--- src/rtl/svc_stream_gen.sv ---
// rtl/svc_stream_gen.sv - valid/ready source emitting COUNT beats of an arithmetic sequence
// Optional pseudo-random bubble insertion is enabled by defining SVC_STREAM_GEN_THROTTLE_EN.
module svc_stream_gen #(
  parameter int DATA_WIDTH = 8,
  parameter int CNT_WIDTH  = 16
) (
  input  logic                  clk,
  input  logic                  rst,
  input  logic                  start,
  input  logic [CNT_WIDTH-1:0]  count,
  input  logic [DATA_WIDTH-1:0] data_init,
  input  logic [DATA_WIDTH-1:0] data_step,
  output logic                  busy,
  output logic                  done,
  output logic                  m_valid,
  input  logic                  m_ready,
  output logic [DATA_WIDTH-1:0] m_data
);

  typedef enum logic [1:0] {
    IDLE = 2'd0,
    RUN  = 2'd1,
    DONE = 2'd2
  } state_t;

  state_t                state_q, state_d;
  logic [CNT_WIDTH-1:0]  rem_q, rem_d;
  logic [DATA_WIDTH-1:0] step_q, step_d;
  logic [DATA_WIDTH-1:0] data_q, data_d;
  logic                  valid_q, valid_d;
  logic                  busy_q, busy_d;
  logic                  done_q, done_d;
  logic                  present;
  logic                  hs;

`ifdef SVC_STREAM_GEN_THROTTLE_EN
  logic [15:0] lfsr_q, lfsr_d;

  always_comb begin
    lfsr_d = {lfsr_q[14:0], lfsr_q[15] ^ lfsr_q[13] ^ lfsr_q[12] ^ lfsr_q[10]};
  end

  always_ff @(posedge clk) begin
    if (rst) lfsr_q <= 16'hACE1;
    else     lfsr_q <= lfsr_d;
  end

  assign present = lfsr_q[0];
`else
  assign present = 1'b1;
`endif

  assign hs = valid_q & m_ready;

  always_comb begin
    state_d = state_q;
    rem_d   = rem_q;
    step_d  = step_q;
    data_d  = data_q;
    valid_d = valid_q;
    case (state_q)
      IDLE: begin
        if (start) begin
          if (count != '0) begin
            state_d = RUN;
            rem_d   = count;
            step_d  = data_step;
            data_d  = data_init;
            valid_d = present;
          end else begin
            state_d = DONE;
          end
        end
      end
      RUN: begin
        // A presented beat is only ever lowered by its own handshake.
        if (hs) begin
          rem_d = rem_q - CNT_WIDTH'(1);
          if (rem_q == CNT_WIDTH'(1)) begin
            state_d = DONE;
            valid_d = 1'b0;
          end else begin
            data_d  = data_q + step_q;
            valid_d = present;
          end
        end else if (!valid_q) begin
          valid_d = present;
        end
      end
      DONE:    state_d = IDLE;
      default: state_d = IDLE;
    endcase
    busy_d = (state_d != IDLE);
    done_d = (state_d == DONE);
  end

  always_ff @(posedge clk) begin
    if (rst) begin
      state_q <= IDLE;
      rem_q   <= '0;
      step_q  <= '0;
      data_q  <= '0;
      valid_q <= 1'b0;
      busy_q  <= 1'b0;
      done_q  <= 1'b0;
    end else begin
      state_q <= state_d;
      rem_q   <= rem_d;
      step_q  <= step_d;
      data_q  <= data_d;
      valid_q <= valid_d;
      busy_q  <= busy_d;
      done_q  <= done_d;
    end
  end

  assign busy    = busy_q;
  assign done    = done_q;
  assign m_valid = valid_q;
  assign m_data  = data_q;

endmodule

--- config.mk ---
export PLATFORM = sky130hd
export DESIGN_NAME = svc_stream_gen
export DESIGN_NICKNAME = d
export VERILOG_FILES = /design/src/rtl/svc_stream_gen.sv
export SDC_FILE = /design/constraint.sdc
export NUM_CORES = 1
export LEC_CHECK = 0
export CAP_MARGIN = 20
export CELL_PAD_IN_SITES_DETAIL_PLACEMENT = 1
export CELL_PAD_IN_SITES_GLOBAL_PLACEMENT = 2
export CORE_ASPECT_RATIO = 0.9
export CORE_UTILIZATION = 31
export CTS_CLUSTER_SIZE = 40
export DETAILED_ROUTE_END_ITERATION = 16
export GPL_TIMING_DRIVEN = 0
export PLACE_DENSITY_LB_ADDON = 0.1
export SETUP_SLACK_MARGIN = 0.05
export SLEW_MARGIN = 10
export SYNTH_ARGS = -nofsm -noshare
export SYNTH_HDL_FRONTEND = slang
export SYNTH_SLANG_ARGS = --single-unit
--- constraint.sdc ---
create_clock -name clk -period 4.3 [get_ports clk]
set_input_delay 0.86 -clock clk [delete_from_list [all_inputs] [get_ports clk]]
set_output_delay 0.86 -clock clk [all_outputs]
set_load 0.02 [all_outputs]
=== Yosys cells after proc, flatten, opt, wreduce, memory -nomap -nowiden ===
Index checks and enable logic that the tools add are counted.
Widths: inputs -> output; s select.

* Output and inout bits: 11
* Bits of input ports: 36
* Word-level logic and storage cells: 44
* Register bits after elaboration: 37

* Reduce and logical (&&, ||, !) cells: 8
* Bitwise operators: 1
* Muxes and demuxes: 19
* Equal/unequal tests: 7
* Add/subtract/negate cells: 2

{| class="wikitable"
|+ Operators by type and width
! cell !! count
|-
| $mux 16 || 3
|-
| $mux 8 || 4
|-
| $pmux 16 s2 || 1
|-
| $eq 16x1->1 const B || 1
|-
| $pmux 8 s2 || 1
|-
| $reduce_bool 16->1 || 1
|-
| $sub 16x1->16 const B || 1
|-
| $add 8x8->8 || 1
|-
| $mux 2 || 4
|-
| $ne 2x2->1 const B || 4
|-
| $reduce_and 3->1 || 2
|-
| $reduce_and 5->1 || 1
|-
| $mux 1 || 4
|-
| $pmux 2 s2 || 1
|-
| $reduce_and 4->1 || 1
|-
| $reduce_bool 2->1 || 2
|-
| $eq 2x1->1 const B || 1
|-
| $eq 2x2->1 const B || 1
|-
| $logic_not 2->1 || 1
|-
| $pmux 1 s2 || 1
|-
| $and 1x1->1 || 1
|}

=== Longest topological paths before layout ===
Gate-level depths: netlist of the first run.

* Word-level depth: 5
* Gate-level depth with buffers: 8
* Depth with buffers taken out: 8

=== Least setup slack after synthesis of the first run ===
No wires, ideal clock.

* Kind: in2reg
* Start: input port count[8]
* End: register rem_q[13]
* Library setup time: 117 ps
* Arrival time: 2,078 ps
* Data required time: 4,183 ps
* Setup slack: 2,105 ps
* Path buffers: 1
* Cell stages on the path: 6
* Cells stage by stage: nor4_1 > and4_1 > o21a_1 > clkbuf_1 > nor2_1 > a32o_1

* Cells in the longest elaborated chain, start to end: 3

{| class="wikitable"
|+ RTL lines
! element !! RTL line !! source
|-
| start, declared || 10 || <nowiki>input logic [CNT_WIDTH-1:0] count,</nowiki>
|-
| $reduce_bool 16->1 || 64 || <nowiki>if (count != '0) begin</nowiki>
|-
| $ne 2x2->1 (no line) || -- ||
|-
| $reduce_and 4->1 (no line) || -- ||
|-
| end signal, assigned || 108 || <nowiki>rem_q <= rem_d;</nowiki>
|-
| end, declared || 27 || <nowiki>logic [CNT_WIDTH-1:0] rem_q, rem_d;</nowiki>
|}

Every way passes these cells.
A chain may end at the register's enable or synchronous reset.

=== Final worst setup path of the first run ===
* Start: input port count[10]
* End: register step_q[0]

* Cells in the longest elaborated chain, start to end: 2

{| class="wikitable"
|+ RTL lines
! element !! RTL line !! source
|-
| $reduce_bool 16->1 || 64 ||
|-
| $reduce_and 3->1 (no line) || -- ||
|-
| end signal, assigned || 109 || <nowiki>step_q <= step_d;</nowiki>
|-
| end, declared || 28 || <nowiki>logic [DATA_WIDTH-1:0] step_q, step_d;</nowiki>
|}

Every way passes these cells.

==> parameters.txt, run 1 <==
Parameter                              Value

Die
  X dimension of the die    93.1 um
  Std-Cell Rows    29
  Top-Level Pins    47
  Core ar.    0.00715 mm2
  Chip Height    84 um
  Starting utilization of the core area    32.4%
  Die Outline Area    0.00782 mm2

Setup path
  Cell breakdown of the critical path    clkdlybuf4s50_1 -> nor4_1 -> nand4_1 -> nand3_1 -> clkbuf_1 -> mux2i_1 -> nor2_1
  Category of the worst setup path capture point    flip-flop
  Worst reg2reg endpoint    rem_q[8]
  Worst endpoint data arrival time    3.19 ns
  Delay of the slowest cell on the worst path    0.64 ns
  CP Max Fanout    9
  Worst setup slack for register-to-register paths    1.65 ns
  Category of the most critical setup path    in -> reg
  Kind of cell with the highest combined delay on the critical path    buffers and inverters
  Logic depth of the worst register-to-register path    7
  Critical-path cell with the highest stage delay    clkbuf_1
  Startpoint of the worst register-to-register path    state_q[0]
  Category of the worst setup path launch point    primary input
  Worst Path Required    4.46 ns
  Buffers and inverters on the worst path    2
  CP startpoint    count[10]

GRT
  GRT Overall Usage    22.3%
  Antenna violations before repair    0
  Maximum number of pins on one net before global-route repair    12
  Number of global-route vias before repair    2489
  Global-route wire length before repair    13400 um
  Total grt overflow    0

STA
  Period minus WS final    3.03 ns
  Slew Limit Fails    0
  # setup viols final    0
  Achievable Freq    330 MHz
  Clock skew after layout    0.0107 ns
  Worst slew margin relative to its limit    33.3%
  Setup tns final    0 ns
  Fraction of the cycle the final worst path needs    70.5%
  Slew of the pin with the lowest slew margin    0.993 ns
  RSZ-0062 raised after global routing    no
  Hold Vio Cnt, Final    0

Clock network
  Number of resized instances in the post-cts repair step    0
  CTS clk-pin slew, worst paths    0.08 ns
  Clock sink count    37
  H-tree Lvls    2
  TritonCTS clock tree    built
  Setup Fix Bufs, Post-CTS    0
  Maximum buffer depth of the clock tree    2
  Number of buffers created by CTS    5
  Post-CTS Hold Fix Bufs    0
  CTS root buffer    clkbuf_8
  Worst skew pair latency    0.30 ns

Synthesis
  Synthesis warning total    0
  Synthesized netlist net count    347
  Top flip-flop cell by instance count after synthesis    dfxtp_1
  Post-Synthesis Cell Area    0.00232 mm2
  Flip-flop and latch count after synthesis    37
  Distinct cell type count after synthesis    56
  Number of enable flip-flop cells after synthesis    0
  Async S/R FF share, synth    0%
  Fraction of the yosys area taken by sequential cells    32.0%
  Post-Syn Instances    301
  Synth Area per Inst    7.69 um2

Run
  Max_cap viols    0

Routing
  First drt pass iteration count    4
  Avg Vias per Cell    5.45
  Violation count after the first detailed-routing iteration    82
  Routed Antenna Nets    0
  DRC violations left    0
  Routed WL    8230 um
  Average wire per cell in the routed design    18.4 um
  Vias after detailed routing    2436

Cells and area
  FILL cells    880
  Number of nets in the layout    399
  Share of cells above drive strength 1    5.65%
  Number of standard cells in the layout, taps in and fillers out    447
  Synthesis-to-finish area growth    28.0%
  Highest-count cells in the layout ignoring fill and taps    clkdlybuf4s50_1 (45), dfxtp_1 (37), nand2_1 (30), nor2_1 (30), a21oi_1 (29)
  Antenna Cells    0
  Most frequent standard cell in the layout excluding fill and tap cells    clkdlybuf4s50_1

Outcome
  Run status    complete, no violations

Min path
  Hold worst-path end    rem_q[7]
  Hold Path Class    reg -> reg
  Hold path startpoint    rem_q[7]
  Hold path cells    2

Place
  Detailed-placement wirelength estimate    6200 um
  Global placement routability congestion    0.808
  Port Buf Inserts    45
  Cells after DPL    439

Power and ir drop
  Worst supply voltage drop on vdd    115 uV
  Leak Pwr    1.14 nW
  Areal power density over the cells    322 mW/mm2
## worst register-to-register path: cells and delay by family (launching register included)
family	cells	cell delay, ns
flops	1	0.40
simple gates	2	0.47
buf+inv	2	0.78
compound gates	3	0.93
## report_power, final
part | switching, mW | internal (mW) | leakage (nW) | total (mW)
sequential | 0.0272 | 0.370 | 0.304 | 0.397
clock | 0.137 | 0.113 | 0.0450 | 0.250
combinational | 0.173 | 0.136 | 0.788 | 0.309
total | 0.337 | 0.618 | 1.14 | 0.956
## routing by layer
metal	vias to the layer above	wire length, um	track usage [%]
met3	10	339	3.10
met2	48	3560	34.2
met5	-	0	0
met1	1165	4210	32.4
met4	0	123	6.01
li1	1213	-	-
## worst max-delay path by stage
stage                     end  slack (ns)  cells after the start
finish              step_q[0]        1.27                      7
floorplan           rem_q[13]        2.10                      6
CTS                 step_q[0]        1.27                      7
global route         rem_q[6]        1.10                      7
detailed placement  step_q[0]        0.96                      7
global placement    step_q[4]        1.02                      7
## registers in the layout, summed over array words and instances (netlist names)
register,count
rem_q,16
m_data,8
step_q,8
state_q,2
busy,1
done,1
m_valid,1
## cell families (layout without fill, tap and decap cells)
group	after synthesis	after routing	share of synthesized area, %
adders and majority gates	10	10	5.73
DFF	37	37	32.0
and+or+nand+nor	115	115	25.8
xor gates and xnor gates	1	1	0.378
muxes	10	10	4.43
AOI/OAI and AO/OA	96	96	26.1
buffers and inverters	32	85	5.56
## Yosys cell counts (2+ instances only)
cell / instances / share of area, %
mux2_2: 2 / 0.97
or3_1: 2 / 0.54
o21ai_0: 23 / 5.0
nor3_1: 8 / 1.7
o211ai_1: 2 / 0.65
o41ai_1: 3 / 1.1
a21o_1: 5 / 1.6
o21a_1: 6 / 1.9
or4_1: 2 / 0.65
and2_1: 3 / 0.81
or4_4: 3 / 1.5
nor2b_1: 3 / 0.81
nor4_1: 11 / 3.0
a211oi_1: 8 / 2.6
clkbuf_1: 15 / 2.4
and3_1: 3 / 0.81
nand2_1: 30 / 4.9
nor2_1: 30 / 4.9
dfxtp_1: 37 / 32
a311oi_1: 2 / 0.76
or3_4: 2 / 0.97
ha_1: 9 / 4.9
a21oi_1: 29 / 6.3
inv_1: 14 / 2.3
mux2i_1: 8 / 3.5
nand3_1: 7 / 1.5
o21ai_1: 2 / 0.43
a31oi_1: 4 / 1.1
## area by class of cell
class / instances / area (um2) / area share, %
tap: 93 / 116 / 3.92
buffer: 18 / 76.3 / 2.57
inverter: 14 / 52.6 / 1.77
sequential: 37 / 741 / 25.0
clock buffer: 6 / 72.6 / 2.45
multi-input combinational: 232 / 1450 / 48.8
timing repair buffer: 45 / 450 / 15.2
clock inverter: 2 / 10.0 / 0.338
## stage by stage
stage          hold WS [ns]  setup slack [ns]  cell area, um2  util, %  power [mW]
5_1_grt               0.513              1.10            2970     41.5        1.02
3_3_place_gp          0.463              1.02            2880     40.3       0.707
2_1_floorplan         0.450              2.10            2320        -       0.591
4_1_cts               0.488              1.27            2970     41.5       0.963
6_report              0.487              1.27            2970     41.5       0.956
3_5_place_dp          0.476             0.955            2880     40.3       0.713
No activity file was read; power rests on OpenSTA's default activity.
==> inputs of run 2 (changes only) <==
CORE_UTILIZATION = 29   (was 31)
clock period = 3 ns   (was 4.3 ns; I/O delays follow)
==> parameters.txt, run 2 (synthesized netlist as in run 1, its figures left out) <==
Parameter                              Value

Outcome
  Run status    complete, no violations

Clock network
  Clock sink count    37
  Maximum buffer depth of the clock tree    2
  Number of buffers created by CTS    5
  Worst skew pair latency    0.30 ns
  Post-CTS Hold Fix Bufs    0
  H-tree Lvls    2
  Setup Fix Bufs, Post-CTS    0
  CTS root buffer    clkbuf_8
  TritonCTS clock tree    built
  Number of resized instances in the post-cts repair step    0
  CTS clk-pin slew, worst paths    0.08 ns

Die
  Top-Level Pins    47
  Chip Height    86.8 um
  Die Outline Area    0.00835 mm2
  X dimension of the die    96.2 um
  Core ar.    0.00762 mm2
  Starting utilization of the core area    30.4%
  Std-Cell Rows    30

Routing
  Routed Antenna Nets    0
  Average wire per cell in the routed design    18.1 um
  DRC violations left    0
  First drt pass iteration count    4
  Routed WL    8170 um
  Avg Vias per Cell    5.37
  Violation count after the first detailed-routing iteration    102
  Vias after detailed routing    2416

Setup path
  CP Max Fanout    10
  Worst Path Required    3.23 ns
  Worst endpoint data arrival time    3.08 ns
  Category of the most critical setup path    in -> reg
  Category of the worst setup path launch point    primary input
  Category of the worst setup path capture point    flip-flop

Cells and area
  Antenna Cells    0
  Register with the highest flop count    rem_q
  Share of cells above drive strength 1    5.93%
  FILL cells    937
  Most frequent standard cell in the layout excluding fill and tap cells    clkdlybuf4s50_1
  Number of nets in the layout    399
  Number of standard cells in the layout, taps in and fillers out    450
  Highest-count cells in the layout ignoring fill and taps    clkdlybuf4s50_1 (45), dfxtp_1 (37), nand2_1 (30), nor2_1 (30), a21oi_1 (29)
  Number of flip-flops in the largest register    16
  Synthesis-to-finish area growth    29.0%

STA
  Worst Setup Slack, final    0.150 ns
  Worst slew margin relative to its limit    30.0%
  Fraction of the cycle the final worst path needs    95.0%
  Hold Vio Cnt, Final    0
  Slew Limit Fails    0
  RSZ-0062 raised after global routing    no
  Clock skew after layout    0.00209 ns
  Achievable Freq    351 MHz
  Slew of the pin with the lowest slew margin    1.04 ns
  Period minus WS final    2.85 ns
  # setup viols final    0
  Hold Slack    0.486 ns
  Setup tns final    0 ns

Place
  Global placement routability congestion    0.745
  Cells after DPL    442
  Worst slack at placement    -0.106 ns
  Detailed-placement wirelength estimate    6020 um
  Port Buf Inserts    45

Run
  Max_cap viols    0

GRT
  Global-route wire length before repair    13000 um
  Number of global-route vias before repair    2387
  Total grt overflow    0
  Antenna violations before repair    0
  GRT Overall Usage    21.1%
  Maximum number of pins on one net before global-route repair    12

Power and ir drop
  Part of the power in combinational logic    31.4%
  Leak Pwr    1.15 nW
  Switching Power    0.488 mW
  Areal power density over the cells    475 mW/mm2
  Worst supply voltage drop on vdd    204 uV
  Internal power component    0.933 mW
  Share of total power in sequential cells    40.0%
  Clk network pwr share    28.6%
  Switching part of the total    34.3%

Min path
  Hold Path Class    reg -> reg
[run 2: cell count changes in the layout (fill, tap and decap cells not counted), sizes merged]
cell | before | now
clkbuf | 21 | 22
clkinv | 2 | 1
[run 2: worst paths after layout]
kind | from | slack (ns) | to | depth (start not counted)
max | count[8] | 0.15 | rem_q[7] | 7
min | m_valid | 0.49 | m_valid | 2
max reg2reg | state_q[0] | 0.34 | rem_q[1] | 7
min reg2reg | m_valid | 0.49 | m_valid | 2
[run 2: stage by stage]
stage / power (mW) / area [um2] / util (%)
detailed placement: 1.02 / 2890 / 37.9
global placement: 1.02 / 2890 / 37.9
finish: 1.42 / 2990 / 39.2
floorplan: 0.847 / 2320 / -
CTS: 1.43 / 2990 / 39.2
global route: 1.51 / 2990 / 39.2
[run 2: worst max-delay path, cell delays in order]
cell and delay, ns:
clkdlybuf4s50_1 0.43, nor4_1 0.61, and4_1 0.35, o21a_1 0.23
clkbuf_1 0.46, o21ai_0 0.22, a21oi_1 0.17
[run 2: metal layers]
layer,up-vias,track usage [%],routed length [um]
li1,1206,-,-
met4,0,5.97,100
met1,1142,31.5,4270
met5,-,0,0
met3,10,3.77,411
met2,58,30.6,3390
[run 2: area by class of cell]
class                   count  area (um2)  share of cell area [%]
repair buffers             45         450                    15.1
well taps                  96         120                    4.02
clock inverters             1        5.00                   0.168
flip-flops and latches     37         741                    24.8
plain buffers              18        76.3                    2.55
multi-input cells         232        1450                    48.4
inverters                  14        52.6                    1.76
clock buffers               7        96.3                    3.22
[run 2: power by group through the flow]
stage                     Sequential [mW]  Clock [mW]  Combinational, mW
after floorplan                     0.584           0              0.263
after global placement              0.578           0              0.439
after detailed placement            0.579           0              0.442
after CTS                           0.568       0.417              0.446
after global routing                0.574       0.447              0.489
final                               0.568       0.407              0.446
